[config.mk]
export PLATFORM = sky130hd
export DESIGN_NAME = imm_encoder
export DESIGN_NICKNAME = d
export VERILOG_FILES = /design/src/rtl/imm_encoder.sv
export SDC_FILE = /design/constraint.sdc
export NUM_CORES = 1
export LEC_CHECK = 0
export ABC_AREA = 1
export CAP_MARGIN = 20
export CORE_ASPECT_RATIO = 0.6
export CORE_UTILIZATION = 51
export CTS_CLUSTER_DIAMETER = 200
export DETAILED_ROUTE_END_ITERATION = 6
export GPL_TIMING_DRIVEN = 1
export PLACE_DENSITY = 0.83
export SYNTH_ARGS = -nofsm -noshare
export SYNTH_HDL_FRONTEND = slang
export SYNTH_SLANG_ARGS = --single-unit
[constraint.sdc]
create_clock -name clk -period 6.3 [get_ports clk]
set_clock_uncertainty 0.2 [all_clocks]
set_input_delay 1.575 -clock clk [delete_from_list [all_inputs] [get_ports clk]]
set_output_delay 1.575 -clock clk [all_outputs]
set_load 0.005 [all_outputs]
[src/rtl/imm_encoder.sv]
// Immediate encoder: packs a signed immediate into I/S/B/J instruction bits [31:7]
// and queues the result, with a range-error flag, in a 2-entry FIFO.
module imm_encoder (
  input  logic        clk,
  input  logic        reset,
  input  logic        in_valid,
  output logic        in_ready,
  input  logic [31:0] in_imm,
  input  logic [1:0]  in_immsrc,
  input  logic [24:0] in_base,
  output logic        out_valid,
  input  logic        out_ready,
  output logic [24:0] out_instr,
  output logic        out_err,
  output logic [7:0]  err_count
);

  typedef enum logic [1:0] {FMT_I = 2'b00, FMT_S = 2'b01, FMT_B = 2'b10, FMT_J = 2'b11} fmt_e;
  typedef enum logic [1:0] {OCC_EMPTY = 2'd0, OCC_ONE = 2'd1, OCC_FULL = 2'd2} occ_e;

  fmt_e        w_fmt;
  logic [24:0] w_instr;
  logic        w_err;
  logic        w_push;
  logic        w_pop;

  occ_e        r_occ;
  logic [24:0] r_instr0;
  logic        r_err0;
  logic [24:0] r_instr1;
  logic        r_err1;
  logic [7:0]  r_err_count;

  assign w_fmt = fmt_e'(in_immsrc);

  // Bit k of w_instr is instruction bit k+7; uncovered bits pass through from in_base.
  always_comb begin
    w_instr = in_base;
    w_err   = 1'b0;
    case (w_fmt)
      FMT_I: begin
        w_instr[24:13] = in_imm[11:0];
        w_err          = !((&in_imm[31:11]) || !(|in_imm[31:11]));
      end
      FMT_S: begin
        w_instr[24:18] = in_imm[11:5];
        w_instr[4:0]   = in_imm[4:0];
        w_err          = !((&in_imm[31:11]) || !(|in_imm[31:11]));
      end
      FMT_B: begin
        w_instr[24]    = in_imm[12];
        w_instr[23:18] = in_imm[10:5];
        w_instr[4:1]   = in_imm[4:1];
        w_instr[0]     = in_imm[11];
        w_err          = !((&in_imm[31:12]) || !(|in_imm[31:12])) || in_imm[0];
      end
      FMT_J: begin
        w_instr[24]    = in_imm[20];
        w_instr[23:14] = in_imm[10:1];
        w_instr[13]    = in_imm[11];
        w_instr[12:5]  = in_imm[19:12];
        w_err          = !((&in_imm[31:20]) || !(|in_imm[31:20])) || in_imm[0];
      end
      default: begin
        w_instr = in_base;
        w_err   = 1'b0;
      end
    endcase
  end

  assign in_ready  = (r_occ != OCC_FULL);
  assign out_valid = (r_occ != OCC_EMPTY);
  assign w_push    = in_valid && (r_occ != OCC_FULL);
  assign w_pop     = out_ready && (r_occ != OCC_EMPTY);

  // Entry 0 is always the head and is zeroed when it drains, so outputs read 0 when empty.
  assign out_instr = r_instr0;
  assign out_err   = r_err0;
  assign err_count = r_err_count;

  always_ff @(posedge clk) begin
    if (reset) begin
      r_occ       <= OCC_EMPTY;
      r_instr0    <= '0;
      r_err0      <= 1'b0;
      r_instr1    <= '0;
      r_err1      <= 1'b0;
      r_err_count <= '0;
    end else begin
      if (w_push && w_err && (r_err_count != '1))
        r_err_count <= r_err_count + 8'd1;
      case (r_occ)
        OCC_EMPTY: begin
          if (w_push) begin
            r_instr0 <= w_instr;
            r_err0   <= w_err;
            r_occ    <= OCC_ONE;
          end
        end
        OCC_ONE: begin
          if (w_push && w_pop) begin
            r_instr0 <= w_instr;
            r_err0   <= w_err;
          end else if (w_push) begin
            r_instr1 <= w_instr;
            r_err1   <= w_err;
            r_occ    <= OCC_FULL;
          end else if (w_pop) begin
            r_instr0 <= '0;
            r_err0   <= 1'b0;
            r_occ    <= OCC_EMPTY;
          end
        end
        OCC_FULL: begin
          if (w_pop) begin
            r_instr0 <= r_instr1;
            r_err0   <= r_err1;
            r_instr1 <= '0;
            r_err1   <= 1'b0;
            r_occ    <= OCC_ONE;
          end
        end
        default: r_occ <= OCC_EMPTY;
      endcase
    end
  end

endmodule

== Yosys cells after proc, flatten, opt, wreduce, memory -nomap -nowiden ==
Index checks and enable logic that the tools add are counted.
Word-level totals
  logic and storage cells: 79
  register bits: 62
  output and inout bits: 36
  input port bits: 63
Cells by class
  mux-type cells: 27
  add/subtract/negate cells: 1
  equality and inequality tests: 14
  reduce and logical (&&, ||, !) cells: 31
Operators with widths (number)
  25-bit two-way mux: 6
  25-bit one-hot mux with 3 select lines: 1
  25-bit one-hot mux with 2 select lines: 1
  7-bit one-hot mux with 3 select lines: 1
  21-bit AND reduction: 1
  21-bit OR reduction: 1
  5-bit one-hot mux with 2 select lines: 2
  20-bit AND reduction: 1
  20-bit OR reduction: 1
  12-bit AND reduction: 1
  12-bit OR reduction: 1
  2-bit two-way mux: 5
  2-bit inequality test, second input constant: 5
  3-bit inequality test, second input constant: 3
  8-bit by 1-bit adder with 8-bit output, second input constant: 1
  8-bit two-way mux: 1
  8-bit inequality test, second input constant: 1
  4-bit AND reduction: 2
  2-bit == test, second input constant: 3
  1-bit logical NOT: 6
  1-bit two-way mux: 6
  1-bit one-hot mux with 3 select lines: 2
  2-bit one-hot mux with 3 select lines: 1
  1-bit logical AND: 5
  8 further kinds: 15

== Longest topological paths before layout ==
  word-level depth: 9
  gate-level depth with buffers: 12
  mapped depth without buffers: 11

== Worst setup path after synthesis ==
No wires, ideal clock.
  path type: input -> register
  start point: input port in_immsrc[0]
  end point: register r_instr0[12], in the netlist out_instr[12]
  library setup time: 0.122 ns
  buffers on the path: 2
  stages: 7
  setup slack: 3.225 ns
  data arrival time: 2.754 ns
  required time: 5.978 ns
  cell sequence: ha_1 clkbuf_1 inv_1 clkbuf_1 o21ai_0 a221oi_1 nor2_1
Between the ends
  cells in the longest elaborated chain, start to end: 4
  elaborated cells on any way between the ends: 5
  classes of those cells: eq/ne (1); mux (4)
Ends and longest elaborated chain
  start, declared: line 9  | input logic [1:0] in_immsrc,
  2-bit == test *: line 40  | case (w_fmt)
  8-bit two-way mux *: line 40
  25-bit two-way mux, on equally long branches: line 101, 94
  25-bit one-hot mux with 3 select lines *: line 92  | case (r_occ)
  end signal, assigned: line 95  | r_instr0 <= w_instr;
  end signal, assigned: line 102  | r_instr0 <= w_instr;
  end signal, assigned: line 116  | r_instr0 <= r_instr1;
  end, declared: line 28  | logic [24:0] r_instr0;
Every way passes the cells marked *; elsewhere a longest branch is shown, timed or not. The select of a mux whose other input is x is not followed.
A chain may end at the register's enable or synchronous reset.

== Worst setup path after layout ==
  start point: input port in_immsrc[0]
  end point: register r_err_count[7], in the netlist err_count[7]
Between the ends
  cells in the longest elaborated chain, start to end: 5
  elaborated cells on any way between the ends: 8
  classes of those cells: eq/ne (3); mux (1); reduce/logical (4)
Ends and longest elaborated chain
  2-bit by 1-bit == test with 1-bit output / 2-bit logical NOT (equally long branches): line 40
  2-bit OR reduction (no source line)
  1-bit one-hot mux with 3 select lines *: line 40
  1-bit logical AND * (2 in a row): line 90  | if (w_push && w_err && (r_err_count != '1))
  end signal, assigned: line 91  | r_err_count <= r_err_count + 8'd1;
  end, declared: line 32  | logic [7:0] r_err_count;
Every way passes the cells marked *; elsewhere a longest branch is shown, timed or not.

==> flow_summary.ini <==
[status]
outcome = finished, final reports clean

[sta]
worst_slew_pin_slew_ns = 0.801
slew_violations = 0
fmax_ghz = 0.260
rsz0062_at_grt = false
finalSetupViolations = 0
fin_crit_ns = 3.85
fin_setup_tns_ns = 0
maxSlewHeadroom_pct = 46.3
period_share_pct = 61.1
hold_violations = 0

[global_route]
gr-total-overflow = 0
first_global_vias = 3279
grt_max_degree = 37
antenna_found_initial = 0
grt_pass1_wl_mm = 15.4
grt_usage_pct = 29.3

[die]
fp.dieW_um = 105
dieHeight_um = 63.8
die_area_um2 = 6700
num_rows = 22
core-area_um2 = 6140
start_util_pct = 52.9
num_io_pins = 99

[drt]
drt-pass1-iter-count = 6
dr_total_vias = 3573
drtIter0Drc = 285
wire_per_inst_um = 14.8
avgViaCountPerCell = 5.60
drt_wl_total_mm = 9.43
ant_nets = 0
drc = 0

[worst_setup_path]
crit_path_start_kind = input port
critPathTopFamily = simple AND/OR/NAND/NOR gates
r2r_setup_slack_ns = 3.40
path_cells = clkdlybuf4s50_1 -> ha_1 -> inv_1 -> nand3_1 -> nand2_1 -> nand3_1 -> nand2_1 -> a21oi_1
max_stage_delay_ns = 0.47
required_ns = 6.31
cp_max_fo = 15
end_kind = flip-flop
slowest_stage = clkdlybuf4s50_1
critPathKind = in2reg
cp.arrival_ns = 3.86
path_buf_inv = 2

[cts]
cts_inserted_buffers = 9
cts_buffer_depth = 2
tritoncts = yes
cts.sinks = 62
clk_pin_slew_ns = 0.07
ctsHoldBuffers = 0
cts-root-buf = clkbuf_8
cts_setup_buffers = 0
clock_latency_ns = 0.34
cts_resized = 0
htree_levels = 3

[synthesis]
post-synth-top-count-cell = nand2_1
synth.avg_cell_area_um2 = 6.94
ys.flop_type = dfxtp_1
synth_area_leaders = dfxtp_1 (38%), nand2_1 (14%), a221oi_1 (6.7%), nor2_1 (6.6%), a21oi_1 (6.0%)
synth-edff-count = 0
synth_top_area_share_pct = 38.2
seq_area_frac_synth_pct = 38.2
ys_warn_count = 0
ys_ff_latch = 62
synth_cells = 468
synth_commonest_cells = nand2_1 (125), dfxtp_1 (62), nor2_1 (57), a21oi_1 (39), o21ai_0 (35)
synth_nets = 541
synth_top_area_cell = dfxtp_1
synth_area_um2 = 3250
synth-async-reset-ratio_pct = 0
synth.distinct_cells = 30

[cells_and_area]
final_nets = 622
final_cell_area_um2 = 4410
drive_gt1_share_pct = 5.05
area_delta_synth_final_pct = 35.9
antenna_cells = 0
final_core_util_pct = 71.8

[power_and_ir_drop]
switching_share_pct = 37.1
p_per_area_nw_per_um2 = 398
ir_worst_vdd_uv = 209
seqPwrFrac_pct = 33.0
power.total_mw = 1.75
pwr-share-comb_pct = 43.7
p_int_mw = 1.10
power_frac_clock_pct = 23.3
leakagePower_nw = 1.77
p_sw_uw = 650

[place]
placed_area_um2 = 4160
port_buffers = 91
hpwl_mm = 6.69
gp_congestion = 0.977

[job]
max-cap-violations = 0

[worst_hold_path]
hold_class = reg2reg
## final timing paths
path | from | end | cells past startpoint
min reg2reg | r_instr1[20] | r_instr1[20] | 2
max reg2reg | r_occ[0] | out_instr[11] | 9
min | r_instr1[20] | r_instr1[20] | 2
max | in_immsrc[0] | err_count[7] | 8
## power by group through the flow
| stage | registers, mW | logic [mW] | clock network [mW] |
|---|---|---|---|
| floorplan | 0.580 | 0.442 | 0 |
| global placement | 0.578 | 0.721 | 0 |
| detailed placement | 0.584 | 0.742 | 0 |
| CTS | 0.577 | 0.747 | 0.412 |
| global route | 0.592 | 0.835 | 0.431 |
| finish | 0.579 | 0.766 | 0.409 |
## worst min-delay path: stages (launching register included)
cell	delay, ns
dfxtp_1	0.31
nand2_1	0.06
a21oi_1	0.06
## per-layer routing
metal  routed length [µm]  global-route usage [%]  up-vias
met3                  777                    7.35       18
met1                 4370                    39.5     1646
li1                     -                       -     1741
met2                 4120                    45.9      168
met5                    0                       0        -
met4                  159                    9.86        0
## cells in the final DEF, fill, tap and decap left out, drive strengths merged
cell type	Yosys	routed
buf	6	2
xor2	5	5
clkbuf	17	13
o211ai	1	1
nand2	127	127
a221oi	25	25
nand3	31	31
a31oi	1	1
or2	3	3
nor3b	1	1
ha	10	10
dfxtp	62	62
nor3	1	1
nand4	10	10
clkinv	2	3
xnor2	1	1
clkdlybuf4s50	0	91
a21oi	39	39
inv	31	31
bufinv	0	2
o21ai	37	37
nor2	58	58
## area by class of cell
cell class	count	area, µm²
flip-flops and latches	62	1240
inverters	33	124
well taps	84	105
multi-input cells	350	1780
clock inverters	3	65.1
clock buffers	13	169
repair buffers	93	930
fillers	500	1730
## per-stage QoR
step | std cells | worst slack [ns] | hold WS (ns)
after floorplan | 468 | 3.22 | 0.245
after global placement | 621 | 2.17 | 0.252
after detailed placement | 621 | 2.12 | 0.257
after CTS | 637 | 2.48 | 0.267
after global routing | 638 | 2.27 | 0.291
final | 638 | 2.45 | 0.268
## sequential cells by signal, indices dropped and copies added, names as in the netlist
name / flops
r_err1: 1
r_instr1: 25
r_occ: 2
out_instr: 25
out_err: 1
err_count: 8
## kinds of logic (layout without fill, tap and decap cells)
| kind of cell | after synthesis | count (layout) | share of synthesized area (%) |
|---|---|---|---|
| and+or+nand+nor | 231 | 231 | 29.8 |
| AOI/OAI and AO/OA | 103 | 103 | 19.5 |
| DFF | 62 | 62 | 38.2 |
| buffers and inverters | 56 | 142 | 7.05 |
| adders and majority gates | 10 | 10 | 3.86 |
| xor gates and xnor gates | 6 | 6 | 1.62 |
No activity file was read; power rests on OpenSTA's default activity.
